## config.mk

```make
export PLATFORM = sky130hd
export DESIGN_NAME = run_ctrl
export DESIGN_NICKNAME = d
export VERILOG_FILES = /design/src/rtl/run_ctrl.sv
export SDC_FILE = /design/constraint.sdc
export NUM_CORES = 1
export LEC_CHECK = 0
export BUFFER_PORTS_ARGS = -buffer_cell sky130_fd_sc_hd__buf_2
export CORE_MARGIN = 1.5
export CORE_UTILIZATION = 46
export CTS_BUF_LIST = sky130_fd_sc_hd__clkbuf_16
export DETAILED_ROUTE_END_ITERATION = 12
export PLACE_DENSITY = 0.85
export SETUP_SLACK_MARGIN = 0.15
export SLEW_MARGIN = 20
export SYNTH_ARGS = -nofsm -noshare
export SYNTH_HDL_FRONTEND = slang
export SYNTH_SLANG_ARGS = --single-unit
export TNS_END_PERCENT = 30
```

## constraint.sdc

```tcl
create_clock -name clk -period 2.59 [get_ports clk]
set_input_delay 0.259 -clock clk [delete_from_list [all_inputs] [get_ports clk]]
set_output_delay 0.259 -clock clk [all_outputs]
set_load 0.05 [all_outputs]
```

## src/rtl/run_ctrl.sv

```systemverilog
// run_ctrl: run/halt/single-step controller for the single-cycle core.
// Produces the commit enable (cpu_en) that gates the PC update and the
// register-file write, plus a PC breakpoint, a HALT-instruction trap and a
// retired-instruction counter.
//
// Handshake: a host command transfers on a rising clk edge where
// cmd_valid & cmd_ready are both 1. cmd_ready depends only on the current
// state, never on cmd_valid, so the host may hold cmd_valid/cmd_op stable
// until it sees the transfer. Commands are taken in HALTED and RUN only.
module run_ctrl #(
  parameter int HOLD_CYCLES = 4,
  parameter int CNT_W       = 32
) (
  input  logic             clk,
  input  logic             rstd,
  input  logic             cmd_valid,
  input  logic [1:0]       cmd_op,
  output logic             cmd_ready,
  input  logic [31:0]      pc,
  input  logic [31:0]      ins,
  input  logic             bp_en,
  input  logic [31:0]      bp_addr,
  output logic             cpu_en,
  output logic             halted,
  output logic [1:0]       stop_cause,
  output logic [CNT_W-1:0] retired,
  output logic [1:0]       state_dbg
);

  typedef enum logic [1:0] {
    S_HOLD   = 2'd0,
    S_HALTED = 2'd1,
    S_RUN    = 2'd2,
    S_STEP   = 2'd3
  } state_t;

  localparam logic [1:0] OP_RUN  = 2'b01;
  localparam logic [1:0] OP_HALT = 2'b10;
  localparam logic [1:0] OP_STEP = 2'b11;

  localparam logic [1:0] CAUSE_HOST = 2'b01;
  localparam logic [1:0] CAUSE_BP   = 2'b10;
  localparam logic [1:0] CAUSE_INS  = 2'b11;

  localparam logic [7:0]       HOLD_INIT = 8'(HOLD_CYCLES);
  localparam logic [CNT_W-1:0] CNT_ONE   = {{(CNT_W-1){1'b0}}, 1'b1};

  state_t           state_q, state_d;
  logic [7:0]       hold_q, hold_d;
  logic             resume_q, resume_d;
  logic [1:0]       cause_q, cause_d;
  logic [CNT_W-1:0] retired_q;

  logic is_halt_ins;
  logic bp_hit;
  logic accept;
  logic unused_ins;

  // Only the opcode field matters for trap detection.
  assign is_halt_ins = (ins[31:26] == 6'b111111);
  assign unused_ins  = ^ins[25:0];
  // The resume flag masks the breakpoint for the first RUN cycle so the core
  // can restart from the breakpoint address.
  assign bp_hit      = bp_en && (pc == bp_addr) && !resume_q;
  assign cmd_ready   = (state_q == S_HALTED) || (state_q == S_RUN);
  assign accept      = cmd_valid && cmd_ready;

  // State, hold counter, resume flag and stop cause registers.
  always_ff @(posedge clk or negedge rstd) begin
    if (!rstd) begin
      state_q  <= S_HOLD;
      hold_q   <= HOLD_INIT;
      resume_q <= 1'b0;
      cause_q  <= 2'b00;
    end else begin
      state_q  <= state_d;
      hold_q   <= hold_d;
      resume_q <= resume_d;
      cause_q  <= cause_d;
    end
  end

  // Next-state and commit-enable decode; stop checks use the current pc/ins
  // so a stopping instruction is never committed.
  always_comb begin
    state_d  = state_q;
    hold_d   = hold_q;
    resume_d = resume_q;
    cause_d  = cause_q;
    cpu_en   = 1'b0;
    case (state_q)
      S_HOLD: begin
        if (hold_q <= 8'd1) state_d = S_HALTED;
        else                hold_d  = hold_q - 8'd1;
      end
      S_HALTED: begin
        if (accept) begin
          if (cmd_op == OP_RUN) begin
            state_d  = S_RUN;
            resume_d = 1'b1;
          end else if (cmd_op == OP_STEP) begin
            state_d = S_STEP;
          end
        end
      end
      S_RUN: begin
        resume_d = 1'b0;
        if (is_halt_ins) begin
          state_d = S_HALTED;
          cause_d = CAUSE_INS;
        end else if (bp_hit) begin
          state_d = S_HALTED;
          cause_d = CAUSE_BP;
        end else if (accept && (cmd_op == OP_HALT)) begin
          state_d = S_HALTED;
          cause_d = CAUSE_HOST;
        end else begin
          cpu_en = 1'b1;
        end
      end
      S_STEP: begin
        state_d = S_HALTED;
        if (is_halt_ins) begin
          cause_d = CAUSE_INS;
        end else begin
          cpu_en  = 1'b1;
          cause_d = CAUSE_HOST;
        end
      end
      default: state_d = S_HOLD;
    endcase
  end

  // Retired-instruction counter; wraps naturally, cleared only by reset.
  always_ff @(posedge clk or negedge rstd) begin
    if (!rstd)       retired_q <= '0;
    else if (cpu_en) retired_q <= retired_q + CNT_ONE;
  end

  assign halted     = (state_q == S_HOLD) || (state_q == S_HALTED);
  assign stop_cause = cause_q;
  assign retired    = retired_q;
  assign state_dbg  = state_q;

endmodule

```

==> out/summary.txt <==
CP arrival: 2.06 ns
Die area: 6627 um^2
Commonest non-fill, non-tap cell in the layout: buf_2
Crit path max-delay cell type: or4_1
Post-DRT Antenna Nets: 0
RSZ-0062 raised after global routing: yes
Crit path largest cell delay: 0.50 ns
Max-slew violations: 0
Core Area: 5921 um^2
Unique masters post-synth: 46
Worst slew pin tran: 0.9922 ns
Die height: 81.41 um
Final period utilization: 0.8970
PwrDens: 713.8 nW/um^2
Setup-failing EPs final: 0
Post-layout net count: 515
Top delay family on crit path: simple AND/OR/NAND/NOR gates
Final WL: 7212 um
Largest net degree at the start of global routing: 46
# IOs: 141
Tot Pwr: 0.002600 W
Area added between synthesis and finish: 28.81%
Post-detail-place hpwl: 5551 um
Worst min path class: in -> async
Area post-placement: 3491 um^2
Gr ovfl total: 0
PortBufs: 114
Worst R2R Path Depth: 8
Cells after synthesis: 288
Fmax: 430.4 MHz
DR iter-0 viols: 152
Most frequent cells in the layout: buf_2, dfrtp_1, xnor2_1, xor2_1, nand3_1
Root cell of the clock tree: clkbuf_16
Clock sink count: 45
Crit path launch type: register
DRC: 0
Max-Cap Viols: 0
CP Buf/Inv Count: 2
Worst setup endpoint: cpu_en
Layout Skew: 0.001641 ns
Clock latency on the worst-skew pair: 0.28 ns
Die Wd: 81.41 um
Drt wl/cell: 14.96 um
#FFs+latches synth: 45
Initial core utilization: 0.4776
Global Route Usage Sum: 0.2218
RR Startpoint: state_dbg[0]
Crit path capture type: primary output
Post-synth EDFFs: 0
Clock Pin Slew Worst Setup and Hold Paths: 0.06 ns
Fill count: 493
Vias in the first global route: 2485
Setup TNS: 0 ns
Primary FF master, synth: dfrtp_1
Post-Syn Area: 2828 um^2
FP Rows: 28
Asr flop ratio synth: 1.000
Status: completed
Crit path from: resume_q
Worst reg2reg setup slack: 0.27 ns
Layout cells sized above 1: 0.3489
Synth Warn #: 0
Vias: 2651
CTS tree: built
First-pass GRT wire length: 11240 um
H-tree depth: 2
Data required, critical path: 2.33 ns
Register area share after synthesis: 0.3987
Hold WS: 0.1300 ns
Worst ir drop on vdd: 0.0006234 V
WP depth: 7
Synthesized area per cell: 9.818 um^2
Hold Violations, Final: 0
Cell Chain, Critical Path: nand2b_1 -> nor3_1 -> o2111ai_1 -> or4_1 -> nand2_2 -> inv_1 -> buf_4
Slew headroom: 0.3385
Final Cell Area: 3642 um^2
Synthesized Nets: 397
Detailed Routing Iterations Pass 1: 4
Crit path kind: reg -> out
Initial antenna violation count: 0
Ant diodes: 0
Final core utilization: 0.6152
Post-route minimum period: 2.323 ns
Clock buffer depth: 2
Post-CTS Hold Fix Bufs: 0
Number of buffers created by CTS: 5
Leakage: 1.810 nW
GP Congestion: 0.8668
Peak fanout along the critical path: 3
Worst r2r dst: retired[21]
Via-to-Cell Ratio: 5.500
-- worst register-to-register path: cells and delay by family, from the launching register on --
family	cells	cell delay, ns
compound gates	2	0.51
xor+xnor	1	0.19
fa+ha+maj	1	0.30
buf+inv	1	0.11
flops	1	0.42
simple gates	3	0.72
-- what timing repair did --
item | CTS | global route
hold endpoints to repair | 0 | 0
buffers inserted | 0 | 1
gates resized for setup | 0 | 3
setup endpoints to repair | 0 | 1
-- cell type report --
| type | instances | area, um^2 | area share |
|---|---|---|---|
| clock buffer | 5 | 125.1 | 0.03435 |
| multi-input combinational | 220 | 1609 | 0.4418 |
| clock inverter | 3 | 13.76 | 0.003779 |
| sequential | 45 | 1130 | 0.3102 |
| timing repair buffer | 120 | 618.1 | 0.1697 |
| tap | 75 | 93.84 | 0.02576 |
| inverter | 14 | 52.55 | 0.01443 |
-- worst min-delay path by stage --
| stage | startpoint | to | slack (ns) | depth (start not counted) |
|---|---|---|---|---|
| after CTS | rstd | resume_q | 0.18 | 1 |
| after detailed placement | hold_q[6] | hold_q[6] | 0.46 | 1 |
| after global placement | hold_q[6] | hold_q[6] | 0.45 | 1 |
| after floorplan | rstd | hold_q[0] | -0.04 | 0 |
| final | rstd | hold_q[1] | 0.13 | 1 |
| after global routing | rstd | state_dbg[0] | 0.21 | 1 |
-- synth_stat cells (2+ instances only) --
cell	count	share of area
ha_1	7	0.031
and2_1	3	0.0066
o2111ai_1	2	0.0062
nand2_1	14	0.019
nor2b_1	3	0.0066
dfrtp_1	44	0.39
nand3_1	21	0.037
xnor2_1	34	0.11
nor4_2	4	0.018
clkbuf_1	6	0.0080
o21ai_0	5	0.0088
xor2_1	33	0.10
or4_1	3	0.0080
nand4b_1	2	0.0062
nor3_1	7	0.012
and3_1	10	0.022
buf_2	2	0.0035
nor2_1	12	0.016
inv_1	14	0.019
and4_1	3	0.0093
a31oi_1	2	0.0044
or3_1	3	0.0066
nand4_1	19	0.042
nor4_1	13	0.029
-- flip-flops by register name, summed over array words and instances, names as in the netlist --
signal      cells
state_dbg       2
stop_cause      2
retired        32
resume_q        1
hold_q          8
-- logic make-up (layout without fill, tap and decap cells) --
group                    count (synthesis)  after routing  synth area share
AO/OA/AOI/OAI                           19             19           0.05443
XOR/XNOR                                67             67            0.2075
adder cells (fa/ha/maj)                  7              7           0.03097
buffers and inverters                   23            142           0.03407
flip-flops                              45             45            0.3987
multiplexers                             3              3           0.01150
AND/OR/NAND/NOR                        124            124            0.2628
-- stage by stage --
| stage | std cells | worst slack [ns] |
|---|---|---|
| 5_1_grt | 482 | 0.1488 |
| 3_5_place_dp | 473 | 0.2633 |
| 3_3_place_gp | 473 | 0.2622 |
| 4_1_cts | 481 | 0.1964 |
| 6_report | 482 | 0.2667 |
| 2_1_floorplan | 288 | 0.2351 |
-- per-layer routing --
metal	routed length, um	GRT usage	vias to the layer above	share of wire
li1	-	-	1264	-
met3	426	0.02809	12	0.059
met2	3802	0.3967	125	0.53
met5	0	0	-	0
met1	2835	0.2645	1250	0.39
met4	146	0.09483	0	0.020
-- power breakdown --
part           total [W]  internal [W]  switching, W
Combinational    0.00113      0.000357      0.000771
Sequential      0.000865      0.000781     0.0000846
Clock           0.000606      0.000350      0.000256
Total            0.00260       0.00149       0.00111
Power figures use the tool's default switching activity.
